`src/rtl/encoder_if.sv`:
```
// ============================================================================
// Module  : encoder_if
// Brief   : Keypad-side and load-side signals of the keypad encoder.
// Revision: 1.0  initial release
// ============================================================================
`default_nettype none

interface encoder_if;
    logic [9:0] key;
    logic       enablen;
    logic [3:0] d;
    logic       loadn;
    logic       valid;

    // master drives the keypad and consumes the code; slave is the encoder
    modport master (
        output key,
        output enablen,
        input  d,
        input  loadn,
        input  valid
    );

    modport slave (
        input  key,
        input  enablen,
        output d,
        output loadn,
        output valid
    );
endinterface

`default_nettype wire

```
`src/rtl/encoder.sv`:
```
// ============================================================================
// Module  : encoder
// Brief   : Debounced one-hot keypad to BCD encoder with one-cycle load strobe.
// Revision: 1.0  initial release
// ============================================================================
`default_nettype none

module encoder #(
    parameter int DEBOUNCE_CYCLES = 2
) (
    input  logic     clk,
    input  logic     resetn,
    encoder_if.slave kp
);

    localparam logic [1:0] C_IDLE         = 2'd0;
    localparam logic [1:0] C_PRESS_WAIT   = 2'd1;
    localparam logic [1:0] C_PRESSED      = 2'd2;
    localparam logic [1:0] C_RELEASE_WAIT = 2'd3;

    localparam logic [3:0] C_DEBOUNCE = 4'(DEBOUNCE_CYCLES);

    logic [9:0] key_meta_q;
    logic [9:0] key_sync_q;

    logic [1:0] state_q, state_d;
    logic [3:0] cnt_q,   cnt_d;
    logic [3:0] cand_q,  cand_d;
    logic [3:0] d_q,     d_d;
    logic       loadn_q, loadn_d;
    logic       valid_q, valid_d;

    logic [3:0] w_code;
    logic       w_any;
    logic [3:0] w_cnt_inc;

    always_ff @(posedge clk or negedge resetn) begin
        if (!resetn) begin
            key_meta_q <= '0;
            key_sync_q <= '0;
        end else begin
            key_meta_q <= kp.key;
            key_sync_q <= key_meta_q;
        end
    end

    // Ascending scan so the highest pressed index overrides lower ones
    always_comb begin
        w_code = 4'd0;
        for (int i = 0; i < 10; i++) begin
            if (key_sync_q[i]) begin
                w_code = 4'(i);
            end
        end
    end

    assign w_any     = |key_sync_q;
    assign w_cnt_inc = cnt_q + 4'd1;

    always_comb begin
        state_d = state_q;
        cnt_d   = cnt_q;
        cand_d  = cand_q;
        d_d     = d_q;
        loadn_d = 1'b1;

        if (kp.enablen) begin
            state_d = C_IDLE;
            cnt_d   = 4'd0;
        end else begin
            case (state_q)
                C_IDLE: begin
                    if (w_any) begin
                        cand_d = w_code;
                        if (C_DEBOUNCE == 4'd1) begin
                            d_d     = w_code;
                            loadn_d = 1'b0;
                            cnt_d   = 4'd0;
                            state_d = C_PRESSED;
                        end else begin
                            cnt_d   = 4'd1;
                            state_d = C_PRESS_WAIT;
                        end
                    end
                end

                C_PRESS_WAIT: begin
                    if (!w_any) begin
                        cnt_d   = 4'd0;
                        state_d = C_IDLE;
                    end else if (w_code != cand_q) begin
                        // A different key restarts the stability window
                        cand_d = w_code;
                        cnt_d  = 4'd1;
                    end else if (w_cnt_inc >= C_DEBOUNCE) begin
                        d_d     = cand_q;
                        loadn_d = 1'b0;
                        cnt_d   = 4'd0;
                        state_d = C_PRESSED;
                    end else begin
                        cnt_d = w_cnt_inc;
                    end
                end

                C_PRESSED: begin
                    if (!w_any) begin
                        if (C_DEBOUNCE == 4'd1) begin
                            cnt_d   = 4'd0;
                            state_d = C_IDLE;
                        end else begin
                            cnt_d   = 4'd1;
                            state_d = C_RELEASE_WAIT;
                        end
                    end
                end

                C_RELEASE_WAIT: begin
                    if (w_any) begin
                        cnt_d   = 4'd0;
                        state_d = C_PRESSED;
                    end else if (w_cnt_inc >= C_DEBOUNCE) begin
                        cnt_d   = 4'd0;
                        state_d = C_IDLE;
                    end else begin
                        cnt_d = w_cnt_inc;
                    end
                end

                default: begin
                    cnt_d   = 4'd0;
                    state_d = C_IDLE;
                end
            endcase
        end

        valid_d = (state_d == C_PRESSED) || (state_d == C_RELEASE_WAIT);
    end

    always_ff @(posedge clk or negedge resetn) begin
        if (!resetn) begin
            state_q <= C_IDLE;
            cnt_q   <= 4'd0;
            cand_q  <= 4'd0;
            d_q     <= 4'd0;
            loadn_q <= 1'b1;
            valid_q <= 1'b0;
        end else begin
            state_q <= state_d;
            cnt_q   <= cnt_d;
            cand_q  <= cand_d;
            d_q     <= d_d;
            loadn_q <= loadn_d;
            valid_q <= valid_d;
        end
    end

    assign kp.d     = d_q;
    assign kp.loadn = loadn_q;
    assign kp.valid = valid_q;

endmodule

`default_nettype wire

```
`src/flat_wrapper.sv`:
```
// flat-port wrapper written by rule: the top's interface ports become plain ports
module encoder_flat 
#(
    parameter int DEBOUNCE_CYCLES = 2
)
  (clk, resetn, kp_key, kp_enablen, kp_d, kp_loadn, kp_valid);
  encoder_if kp_i ();
  input  logic clk;
  input  logic resetn;
  input wire logic [$bits(kp_i.key)-1:0] kp_key;
  input wire logic [$bits(kp_i.enablen)-1:0] kp_enablen;
  output wire logic [$bits(kp_i.d)-1:0] kp_d;
  output wire logic [$bits(kp_i.loadn)-1:0] kp_loadn;
  output wire logic [$bits(kp_i.valid)-1:0] kp_valid;
  assign kp_i.key = kp_key;
  assign kp_i.enablen = kp_enablen;
  assign kp_d = kp_i.d;
  assign kp_loadn = kp_i.loadn;
  assign kp_valid = kp_i.valid;
  encoder #(.DEBOUNCE_CYCLES(DEBOUNCE_CYCLES)) u_core (.clk(clk), .resetn(resetn), .kp(kp_i));
endmodule
```
`config.mk`:
```
export PLATFORM = sky130hd
export DESIGN_NAME = encoder_flat
export DESIGN_NICKNAME = d
export VERILOG_FILES = /design/src/rtl/encoder_if.sv /design/src/rtl/encoder.sv /design/src/flat_wrapper.sv
export SDC_FILE = /design/constraint.sdc
export NUM_CORES = 1
export LEC_CHECK = 0
export ABC_AREA = 1
export CAP_MARGIN = 20
export CORE_MARGIN = 5
export CORE_UTILIZATION = 27
export DETAILED_ROUTE_END_ITERATION = 12
export PLACE_DENSITY = 0.47
export RECOVER_POWER = 100
export SYNTH_ARGS = -nofsm -noshare
export SYNTH_HDL_FRONTEND = slang
export SYNTH_SLANG_ARGS = --single-unit
```
`constraint.sdc`:
```
create_clock -name clk -period 1.6 [get_ports clk]
set_input_delay 0.48 -clock clk [delete_from_list [all_inputs] [get_ports clk]]
set_output_delay 0.48 -clock clk [all_outputs]
set_load 0.005 [all_outputs]
```
==> flow_summary.toml <==
[floorplan]
core_area_sq_um = 5140
die_y_microns = 83.0
io_pins = 19
dieArea_sq_um = 6890
fp.dieW_microns = 83.0
num_rows = 26
start_util_pct = 28.0

[final_layout]
layoutNonFillerInstCount = 262
multi_input_area_sq_um = 499
nFillCells = 522
area_growth_pct = 40.8
nNetsFinal = 206
seq_area_sq_um = 903
drive_gt1_share_pct = 25.0
final_area_sq_um = 2030
n_antenna_cell = 0

[routing]
routed_wirelength_mm = 2.63
vias = 1087
antenna_left = 0
vias_per_cell = 4.15
dr.first_iter.drc_count = 66
dr.pass1.iters = 6
drc = 0
wl_per_cell_microns = 10.0

[grt]
grt_pass1_vias = 1009
grt_max_degree = 37
grt_usage_pct = 7.81
grt_overflow = 0
grt_pass1_wl_mm = 4.39
grt_antenna_before_repair = 0

[clocking]
clk_pin_slew_worst_paths_ns = 0.07
cts_made_buffers = 5
cts_root_buffer = "clkbuf_8"
h-tree-depth = 2
clockBufferDepth = 2
clock_latency_ns = 0.28
cts_tree = "built"
cts_hold_buffers = 0
cts.sinks = 36

[sta]
grt_setup_unrepaired = "true"
maxSlewViolCount = 0
worst_slack_ns = -0.201
finalSetupTns_ns = -1.29
fin_crit_sh_pct = 113
fmax_mhz = 555
setup_viol = 9
min_period_ns = 1.80
clock_skew_ns = 0.00250
tightest_slew_ns = 0.876
hold_viol = 0
slew_headroom_pct = 41.6

[critical_path]
cp_slowest_cell = "dfrtp_1"
cp.required_ns = 1.77
worstSetupStartpoint = "u_core.cnt_q[1]$_DFFE_PN0P_"
crit_chain = "inv_2 -> ha_4 -> inv_2 -> a21oi_2 -> nand2_1 -> nor2_1 -> nand2_1 -> inv_1 -> nor2_1 -> inv_1 -> nor2_1 -> nand4_2 -> buf_12 -> nand2_4 -> o21ai_2"
slowest_delay_ns = 0.41
critPathBufInv = 5
end_kind = "register"
reg2reg_from = "u_core.cnt_q[1]$_DFFE_PN0P_"
path_common_cell = "nor2_1"
crit_family = "simple AND/OR/NAND/NOR gates"
worstSetupPathDepth = 15
reg2reg_depth = 15
cp_max_fo = 6
r2r_setup_slack_ns = -0.20
crit_type = "reg2reg"
startpoint_type = "register"
critPathArrivalTime_ns = 1.97

[power]
vdd_drop_max_uv = 556
leakage_nw = 0.985
power_density_nw_per_um2 = 1130
power_w = 0.00230

[min_path]
holdPathStages = 0
hp-start = "u_core.key_meta_q[1]$_DFF_PN0_"
hold_class = "reg2reg"

[synth]
synth_most_common_cell = "dfrtp_1"
yosys.cell_types.count = 19
syn_avg_cell_area_sq_um = 9.67
synth_edf_count = 0
ys_ff_latch = 36
synth_fp_nets = 164
synthCells = 149
synth_top_cell_by_area = "dfrtp_1"
yosys_warnings = 0
syn_area_sq_um = 1440
synthTopCellsByCount = "dfrtp_1, nand2_1, inv_1"
ys_seq_area_share_pct = 62.6
yosysTopAreaCellShare_pct = 60.8
synthFlopType = "dfrtp_1"
synthArstFlopShare_pct = 100
synth_top_cells_by_area = "dfrtp_1, nand2_1, inv_1"

[placement]
port-buffer-count = 18
dp.cells = 244
dpl-instance-area_sq_um = 1790
place.gp.congestion = 0.737
dp_hpwl_mm = 1.85

[run_status]
violations = "setup timing"
status = "finished with violations"

[run]
drv_cap = 0
[repair_timing]
item,CTS,global route
resized for setup,7,22
cloned,0,1
setup buffers,4,5
pin swaps,2,17
setup endpoints to repair,14,17
[power breakdown]
| group | switching, W | internal, W | total (W) |
|---|---|---|---|
| Sequential | 0.0000608 | 0.00100 | 0.00107 |
| Combinational | 0.000216 | 0.000248 | 0.000465 |
| Clock | 0.000309 | 0.000462 | 0.000771 |
| Total | 0.000586 | 0.00171 | 0.00230 |
[worst reg2reg max path, cell delays in order, from the launching register on]
cell     delay [ns]
dfrtp_1        0.41
inv_2          0.09
ha_4           0.19
inv_2          0.05
a21oi_2        0.03
nand2_1        0.05
nor2_1         0.04
nand2_1        0.08
inv_1          0.05
nor2_1         0.09
inv_1          0.06
nor2_1         0.11
nand4_2        0.15
buf_12         0.19
nand2_4        0.05
o21ai_2        0.04
[metal layers]
metal | routed length, microns | GRT usage [%]
met5 | 0 | 0
met4 | 11 | 2.23
met3 | 176 | 3.66
met2 | 1370 | 13.5
met1 | 1060 | 8.53
[kinds of logic after synthesis]
group                      synth area share, %
buffers and inverters                     7.30
adders and majority gates                 1.74
DFF                                       62.6
xor gates and xnor gates                 0.608
and+or+nand+nor                           20.6
AOI/OAI and AO/OA                         7.12
[worst paths after layout]
| path | to |
|---|---|
| max reg2reg | u_core.kp.d[0]$_DFFE_PN0P_ |
| min in group asynchronous | u_core.kp.valid$_DFF_PN0_ |
| max | u_core.kp.d[0]$_DFFE_PN0P_ |
| min | u_core.key_sync_q[1]$_DFF_PN0_ |
| max in group asynchronous | u_core.cnt_q[0]$_DFFE_PN0P_ |
| min reg2reg | u_core.key_sync_q[1]$_DFF_PN0_ |
[sequential cells by signal (all words and copies together), names as in the netlist]
name,cells
u_core.key_sync_q,10
u_core.key_meta_q,10
u_core.kp.d,4
u_core.kp.valid,1
u_core.cnt_q,4
u_core.state_q,2
u_core.kp.loadn,1
u_core.cand_q,4
[cell type report]
| cell class | instances | share of cell area (%) |
|---|---|---|
| sequential | 36 | 44.5 |
| multi-input combinational | 87 | 24.6 |
| timing repair buffer | 36 | 16.6 |
| inverter | 25 | 4.63 |
| tap | 70 | 4.32 |
| clock buffer | 6 | 3.58 |
| clock inverter | 2 | 1.73 |
[metrics by stage]
step           setup WS, ns  util, %  hold WS (ns)
4_1_cts              -0.198     37.5         0.352
6_report             -0.201     39.5         0.351
3_3_place_gp         -0.133     34.8         0.333
2_1_floorplan       -0.0263        -         0.184
3_5_place_dp         -0.191     34.8         0.336
5_1_grt              -0.323     39.5         0.357
[cells in the final DEF (no fill, tap or decap), drive strengths merged]
cell	count
bufinv	1
clkdlybuf4s25	1
or2	1
ha	2
dlygate4sd3	11
xor2	1
dfrtp	35
nand4	5
clkinv	1
a21oi	3
nand3	9
dfstp	1
o21ai	13
inv	25
clkbuf	8
nand2	35
o31ai	1
dlygate4sd2	5
nor2	17
buf	16
clkdlybuf4s50	1
No activity file was read; power rests on OpenSTA's default activity.
